`src/rtl/mux_scan_sequencer.sv`:
```
// mux_scan_sequencer: drives the select input of a 4:1 mux and steps through
// the enabled channels in ascending order, holding each one for a programmable
// dwell time. At the end of each dwell it samples the mux output into the result
// word, then offers that word downstream on a valid/ready handshake.
//
// Optional build feature:
//   SCAN_CONTINUOUS_EN - on the DONE handshake edge, ch_en and dwell are
//   re-sampled and a new scan starts at once, with no IDLE cycle. If the
//   re-sampled mask is empty, the block returns to IDLE instead.
//   When the macro is undefined, every scan needs its own start pulse.
module mux_scan_sequencer #(
  parameter int DWELL_W = 4
) (
  input  logic               clk,
  input  logic               rst,
  input  logic               start,
  input  logic [3:0]         ch_en,
  input  logic [DWELL_W-1:0] dwell,
  output logic [1:0]         sel,
  input  logic               mux_out,
  output logic [3:0]         result,
  output logic               result_valid,
  input  logic               result_ready,
  output logic               busy
);

  typedef enum logic [1:0] {
    S_IDLE  = 2'd0,
    S_DWELL = 2'd1,
    S_DONE  = 2'd2
  } state_t;

  state_t             state_q, state_d;
  logic [1:0]         sel_q, sel_d;
  logic [3:0]         result_q, result_d;
  logic               valid_q, valid_d;
  logic               busy_q, busy_d;
  logic [DWELL_W-1:0] cnt_q, cnt_d;
  logic [3:0]         mask_q, mask_d;
  logic [DWELL_W-1:0] dw_q, dw_d;

  logic [2:0]         nxt_s;
  logic [DWELL_W-1:0] eff_dwell_s;

  // A dwell of 0 would mean "never sample", so it is promoted to 1.
  function automatic logic [DWELL_W-1:0] eff_dwell(input logic [DWELL_W-1:0] d);
    logic [DWELL_W-1:0] r;
    if (d == {DWELL_W{1'b0}}) begin
      r = DWELL_W'(1);
    end else begin
      r = d;
    end
    return r;
  endfunction

  // Lowest enabled channel whose index is >= from.
  // Returns {found, index}; found=0 means no such channel.
  function automatic logic [2:0] pick(input logic [3:0] mask, input int from);
    logic [2:0] r;
    r = 3'b000;
    for (int i = 3; i >= 0; i--) begin
      if ((i >= from) && mask[i]) begin
        r = {1'b1, 2'(i)};
      end else begin
        r = r;
      end
    end
    return r;
  endfunction

  // Next-state and next-output logic for the scan controller.
  always_comb begin
    state_d     = state_q;
    sel_d       = sel_q;
    result_d    = result_q;
    valid_d     = valid_q;
    cnt_d       = cnt_q;
    mask_d      = mask_q;
    dw_d        = dw_q;
    nxt_s       = 3'b000;
    eff_dwell_s = eff_dwell(dwell);

    case (state_q)
      S_IDLE: begin
        if (start) begin
          mask_d   = ch_en;
          dw_d     = eff_dwell_s;
          result_d = 4'b0000;
          nxt_s    = pick(ch_en, 0);
          if (nxt_s[2]) begin
            state_d = S_DWELL;
            sel_d   = nxt_s[1:0];
            cnt_d   = eff_dwell_s - DWELL_W'(1);
          end else begin
            // An empty mask still produces a (zero) result word.
            state_d = S_DONE;
          end
        end else begin
          state_d = S_IDLE;
        end
      end

      S_DWELL: begin
        if (cnt_q == {DWELL_W{1'b0}}) begin
          result_d[sel_q] = mux_out;
          nxt_s           = pick(mask_q, int'(sel_q) + 1);
          if (nxt_s[2]) begin
            sel_d = nxt_s[1:0];
            cnt_d = dw_q - DWELL_W'(1);
          end else begin
            state_d = S_DONE;
            valid_d = 1'b1;
          end
        end else begin
          cnt_d = cnt_q - DWELL_W'(1);
        end
      end

      S_DONE: begin
        if (!valid_q) begin
          // Entered directly from IDLE with an empty mask: raise valid one cycle later.
          valid_d = 1'b1;
        end else if (result_ready) begin
          valid_d = 1'b0;
`ifdef SCAN_CONTINUOUS_EN
          mask_d = ch_en;
          dw_d   = eff_dwell_s;
          nxt_s  = pick(ch_en, 0);
          if (nxt_s[2]) begin
            state_d  = S_DWELL;
            sel_d    = nxt_s[1:0];
            cnt_d    = eff_dwell_s - DWELL_W'(1);
            result_d = 4'b0000;
          end else begin
            state_d = S_IDLE;
          end
`else
          state_d = S_IDLE;
`endif
        end else begin
          valid_d = 1'b1;
        end
      end

      default: begin
        state_d = S_IDLE;
        valid_d = 1'b0;
      end
    endcase

    busy_d = (state_d != S_IDLE);
  end

  // State and registered outputs; reset clears everything, including a pending result.
  always_ff @(posedge clk or posedge rst) begin
    if (rst) begin
      state_q  <= S_IDLE;
      sel_q    <= 2'b00;
      result_q <= 4'b0000;
      valid_q  <= 1'b0;
      busy_q   <= 1'b0;
      cnt_q    <= {DWELL_W{1'b0}};
      mask_q   <= 4'b0000;
      dw_q     <= {DWELL_W{1'b0}};
    end else begin
      state_q  <= state_d;
      sel_q    <= sel_d;
      result_q <= result_d;
      valid_q  <= valid_d;
      busy_q   <= busy_d;
      cnt_q    <= cnt_d;
      mask_q   <= mask_d;
      dw_q     <= dw_d;
    end
  end

  assign sel          = sel_q;
  assign result       = result_q;
  assign result_valid = valid_q;
  assign busy         = busy_q;

endmodule

```
`config.mk`:
```
export PLATFORM = sky130hd
export DESIGN_NAME = mux_scan_sequencer
export DESIGN_NICKNAME = d
export VERILOG_FILES = /design/src/rtl/mux_scan_sequencer.sv
export SDC_FILE = /design/constraint.sdc
export NUM_CORES = 1
export LEC_CHECK = 0
export BUFFER_PORTS_ARGS = -buffer_cell sky130_fd_sc_hd__buf_2
export CORE_UTILIZATION = 54
export CTS_CLUSTER_SIZE = 20
export DETAILED_ROUTE_END_ITERATION = 16
export PLACE_DENSITY = 0.8
export SETUP_SLACK_MARGIN = 0.02
export SYNTH_ARGS = -nofsm -noshare
export SYNTH_HDL_FRONTEND = slang
export SYNTH_SLANG_ARGS = --single-unit
```
`constraint.sdc`:
```
create_clock -name clk -period 1.9 [get_ports clk]
set_input_delay 0.095 -clock clk [delete_from_list [all_inputs] [get_ports clk]]
set_output_delay 0.095 -clock clk [all_outputs]
set_load 0.005 [all_outputs]
```
# Yosys cells after proc, flatten, opt, wreduce, memory -nomap -nowiden
# Cells that the tools add are included.
totals:
  reg_bits: 22
  word_cells: 83
op_classes:
  reduce_logical: 15
  n_mux: 41
  bitwise_logic: 1
  eq_ne: 8
  n_addsub: 4
  magnitude_cmp: 6
ops:
  columns: ["op", "count"]
  rows:
  - ["$mux 3", 12]
  - ["$mux 4", 7]
  - ["$mux 2", 10]
  - ["$pmux 4 s2", 2]
  - ["$sub 4x1->4 const B", 3]
  - ["$ne 2x2->1 const B", 5]
  - ["$logic_not 4->1", 2]
  - ["$ge 1x3->1 const A", 2]
  - ["$ge 2x3->1 const A", 2]
  - ["$pmux 2 s3", 1]
  - ["$reduce_and 3->1", 2]
  - ["$logic_and 1x1->1", 5]
  - ["$mux 1", 5]
  - ["$reduce_and 5->1", 1]
  - ["$bwmux 4", 1]
  - ["$pmux 2 s2", 1]
  - ["$reduce_and 4->1", 1]
  - ["$reduce_bool 2->1", 2]
  - ["$add 2x1->3 const B", 1]
  - ["$lt 2x3->1 const B", 1]
  - ["$ne 3x3->1 const B", 1]
  - ["$pmux 1 s3", 1]
  - ["$demux 1 s2", 1]
  - ["$eq 2x1->1 const B", 1]
  - ["5 further kinds", 5]

# Logic depth before layout (Yosys ltp)
depth:
  ltp_word: 13
  depth_mapped: 8
  mapped_depth_nobuf: 8

# Worst setup path after synthesis
# Ideal clock, no wire load.
synth_timing:
  kind: "reg2reg"
  startpoint: "register state_q[1]"
  endpoint: "register cnt_q[3]"
  period_less_slack_ns: 1.712
  path_stages_with_launch: 9
  setup_slack_ns: 0.188
  arrival_ns: 1.578
  setup_time_ns: 0.134
  path_cell_list: "dfrtp_1 -> inv_1 -> ha_1 -> buf_2 -> mux2i_1 -> o21ai_1 -> nor3b_1 -> xnor2_1 -> o21ai_0"
synth_between:
  elab_chain_cells: 3
  word_cells_on_any_way: 8
synth_lines:
  columns: ["element", "line_no", "text"]
  rows:
  - ["start, declared", "33", "state_t state_q, state_d;"]
  - ["start signal, assigned", "166", "state_q <= state_d;"]
  - ["$eq 2x1->1 or $logic_not 2->1 (tied branches)", "83", "case (state_q)"]
  - ["$ne 3x3->1 (no line), or another cell as far along", null, null]
  - ["$reduce_and 4->1 (no line)", null, null]
  - ["end signal, assigned", "162", "cnt_q <= {DWELL_W{1'b0}};"]
  - ["end signal, assigned", "171", "cnt_q <= cnt_d;"]
  - ["end, declared", "38", "logic [DWELL_W-1:0] cnt_q, cnt_d;"]
# Parallel ways exist; a longest one is shown, timed or not.
# A chain may end at the register's enable or synchronous reset.

# Final worst setup path
layout_timing:
  startpoint: "register cnt_q[3]"
  endpoint: "register sel_q[1] (netlist: sel[1])"
layout_between:
  elab_chain_cells: 3
layout_lines:
  columns: ["element", "line_no", "text"]
  rows:
  - ["$logic_not 4->1", "104", "if (cnt_q == {DWELL_W{1'b0}}) begin"]
  - ["$ne 2x2->1 (no line)", null, null]
  - ["$reduce_and 5->1 (no line)", null, null]
  - ["end signal, assigned", "167", "sel_q <= sel_d;"]
  - ["end, declared", "34", "logic [1:0] sel_q, sel_d;"]
# No other way between the ends.

==> run summary <==
Min-delay worst type -> primary input to register
Post-layout instance count excluding filler cells -> 183
Clock network power share -> 0.096
Final setup fails -> 0
Number of global-route vias before repair -> 1037
Sw Share -> 0.433
Crit path arrival time -> 1.93 ns
Critical path class -> register to register
PnR Total Power -> 2330 µW
Core Region -> 2040 µm²
Clock transition at path regs -> 0.13 ns
CP Capture Type -> register
Final core occ -> 0.695
NetSw -> 1010 µW
Dominant synthesized flop cell -> dfrtp_1
Max clock buf depth -> 2
Status -> completed
Mapped Area -> 1210 µm²
Setup ws final -> 0.188 ns
DRC viols -> 0
Flops & latches, synth -> 21
Starting Density -> 0.594
Htree depth -> 1
Number of fill cells -> 180
Worst slack at placement -> 0.111 ns
Max VDD drop -> 0.978 mV
Fin. max-slew vios -> 0
Pleak -> 0.000655 µW
Total number of vias -> 1045
IO Port Bufs -> 20
Layout Skew -> 0.0194 ns
Placed cells -> 178
Largest net degree at the start of global routing -> 22
Fraction of layout cells with a size suffix above 1 -> 0.276
I/O pin total -> 21
Cell-internal power -> 1320 µW
Crit start category -> register
CP max FO -> 6
Post-Route WL -> 2520 µm
Overall die width -> 49.4 µm
Minimum clock period -> 1.71 ns
Critical Path RT -> 2.12 ns
Total grt overflow -> 0
Tightest Pin Transition -> 0.802 ns
Top cells by count, synth -> dfrtp_1 (21), nand2_1 (17), o21ai_0 (15)
Row count -> 16
Crit path largest cell delay -> 0.58 ns
Hpwl dp -> 1910 µm
EDFF count, synth -> 0
Worst R2R Path Depth -> 4
GRT Total Usage -> 0.230
Clk_lat worst skew -> 0.32 ns
Die area -> 2440 µm²
Top cells by area, synth -> dfrtp_1 (43%), o21ai_0 (6.2%), nand2_1 (5.3%)
Post-DRT Antenna Nets -> 0
Nets -> 175
DRT iter0 DRCs -> 20
Gp weighted congestion -> 0.872
Cells after synthesis -> 129
CP Cell Sequence -> or4_4, o21ai_1, nand2_1, mux2_1
Root Buffer Master -> clkbuf_4
First-pass GRT wire length -> 4310 µm
Relative slew margins -> 0.465
Min Hold Slack -> 0.0364 ns
CTS sink count -> 21
Average routed wire per standard cell -> 13.7 µm
# diodes -> 0
Syn. warnings -> 0
Pre-antenna DRT Iters -> 4
Dominant cell type by area after synthesis -> dfrtp_1
Sequential-to-total area share from yosys stat -> 0.433
Fmax -> 584 MHz
Average vias per placed instance -> 5.71
Max-cap viol count -> 0
Ys async rst share -> 1.00
CTS Buf Count -> 3
Most frequent cell after synthesis -> dfrtp_1
Power per Cell Area -> 1640 nW/µm²
Area Overhead vs Synth -> 17.1%
Share of power burned in registers -> 0.370
Syn Area/Cell -> 9.40 µm²
WP buf/inv -> 0
Post-synth net total -> 147
CTS tree -> built
Post-synth top area share -> 0.433
CP top delay family -> simple AND/OR/NAND/NOR gates
Die height -> 49.4 µm
Crit share post-route -> 0.901
Worst hold path depth -> 2
Distinct cell type count after synthesis -> 40
Initial antenna violation count -> 0
Stages on the worst setup path -> 4
Slowest-stage cell, CP -> or4_4
Gate power share -> 0.534
Endpoints failing hold -> 0
==> power by group through the flow <==
stage | combinational [µW] | clock [µW] | sequential (µW)
after global routing | 1400 | 245 | 895
after global placement | 1190 | 0 | 850
after detailed placement | 1220 | 0 | 870
final | 1250 | 225 | 863
after floorplan | 902 | 0 | 825
after CTS | 1220 | 226 | 857
==> cells by family after synthesis <==
logic type,Yosys count,share of synthesized area
mux,8,0.0722
flops,21,0.433
simple gates,41,0.172
compound gates,42,0.224
fa+ha+maj,5,0.0516
buf+inv,10,0.0320
xor+xnor,2,0.0145
==> area by class of cell <==
cell class,instances,area [µm²],area share
Clock buffer,3,22.5,0.0159
Clock inverter,1,5.00,0.00352
Inverter,7,26.3,0.0185
Multi-Input combinational cell,98,659,0.464
Sequential cell,21,526,0.370
Tap cell,27,33.8,0.0238
Timing Repair Buffer,26,148,0.104
==> timing repair <==
| item | CTS | global route |
|---|---|---|
| setup endpoints to repair | 0 | 6 |
| hold endpoints to repair | 21 | 0 |
| resized for setup | 0 | 4 |
| setup buffers | 0 | 0 |
| hold buffers | 1 | 0 |
==> per-layer routing <==
| layer | track usage | part of all wire | up-vias |
|---|---|---|---|
| met5 | 0 | 0 | - |
| met4 | 0.0762 | 0.0095 | 0 |
| met3 | 0.0374 | 0.051 | 4 |
| met2 | 0.379 | 0.51 | 34 |
| met1 | 0.307 | 0.43 | 485 |
| li1 | - | - | 522 |
==> path summary, 6_finish.rpt <==
check	start	endpoint	slack [ns]
min in group asynchronous	rst	mask_q[2]	0.45
setup / recovery	cnt_q[3]	sel[1]	0.19
max in group asynchronous	rst	state_q[1]	0.94
hold / removal	dwell[2]	dw_q[2]	0.04
hold reg to reg	dw_q[0]	dw_q[0]	0.50
setup reg to reg	cnt_q[3]	sel[1]	0.19
==> layout by cell type, fill, tap and decap left out, types with 2 or more instances in the layout <==
cell type	synthesis	layout
ha_1	5	4
xnor2_1	2	2
nor4b_1	2	2
nand2_1	17	17
nor2_1	5	5
dfrtp_1	21	21
inv_1	7	7
o21ai_1	3	2
clkbuf_4	0	3
a22o_1	3	3
nand2b_1	5	5
mux2_2	5	5
o21ai_0	15	15
mux2i_1	2	2
nor4_1	2	2
a31oi_1	2	2
buf_4	0	5
o21ai_2	1	2
buf_2	1	20
a21oi_1	7	7
nor3_1	3	3
==> through the flow <==
step	cell area, µm²	TNS, ns
global route	1420	-0.000866
detailed placement	1370	0
CTS	1410	0
global placement	1370	0
finish	1420	0
floorplan	1210	0
==> state kept, by name, indices dropped and copies added, names as in the netlist <==
register and count:
cnt_q 4, busy 1, result 4, dw_q 4, result_valid 1, mask_q 3
state_q 2, sel 2
Note: power is estimated with default switching activity, not from simulation.
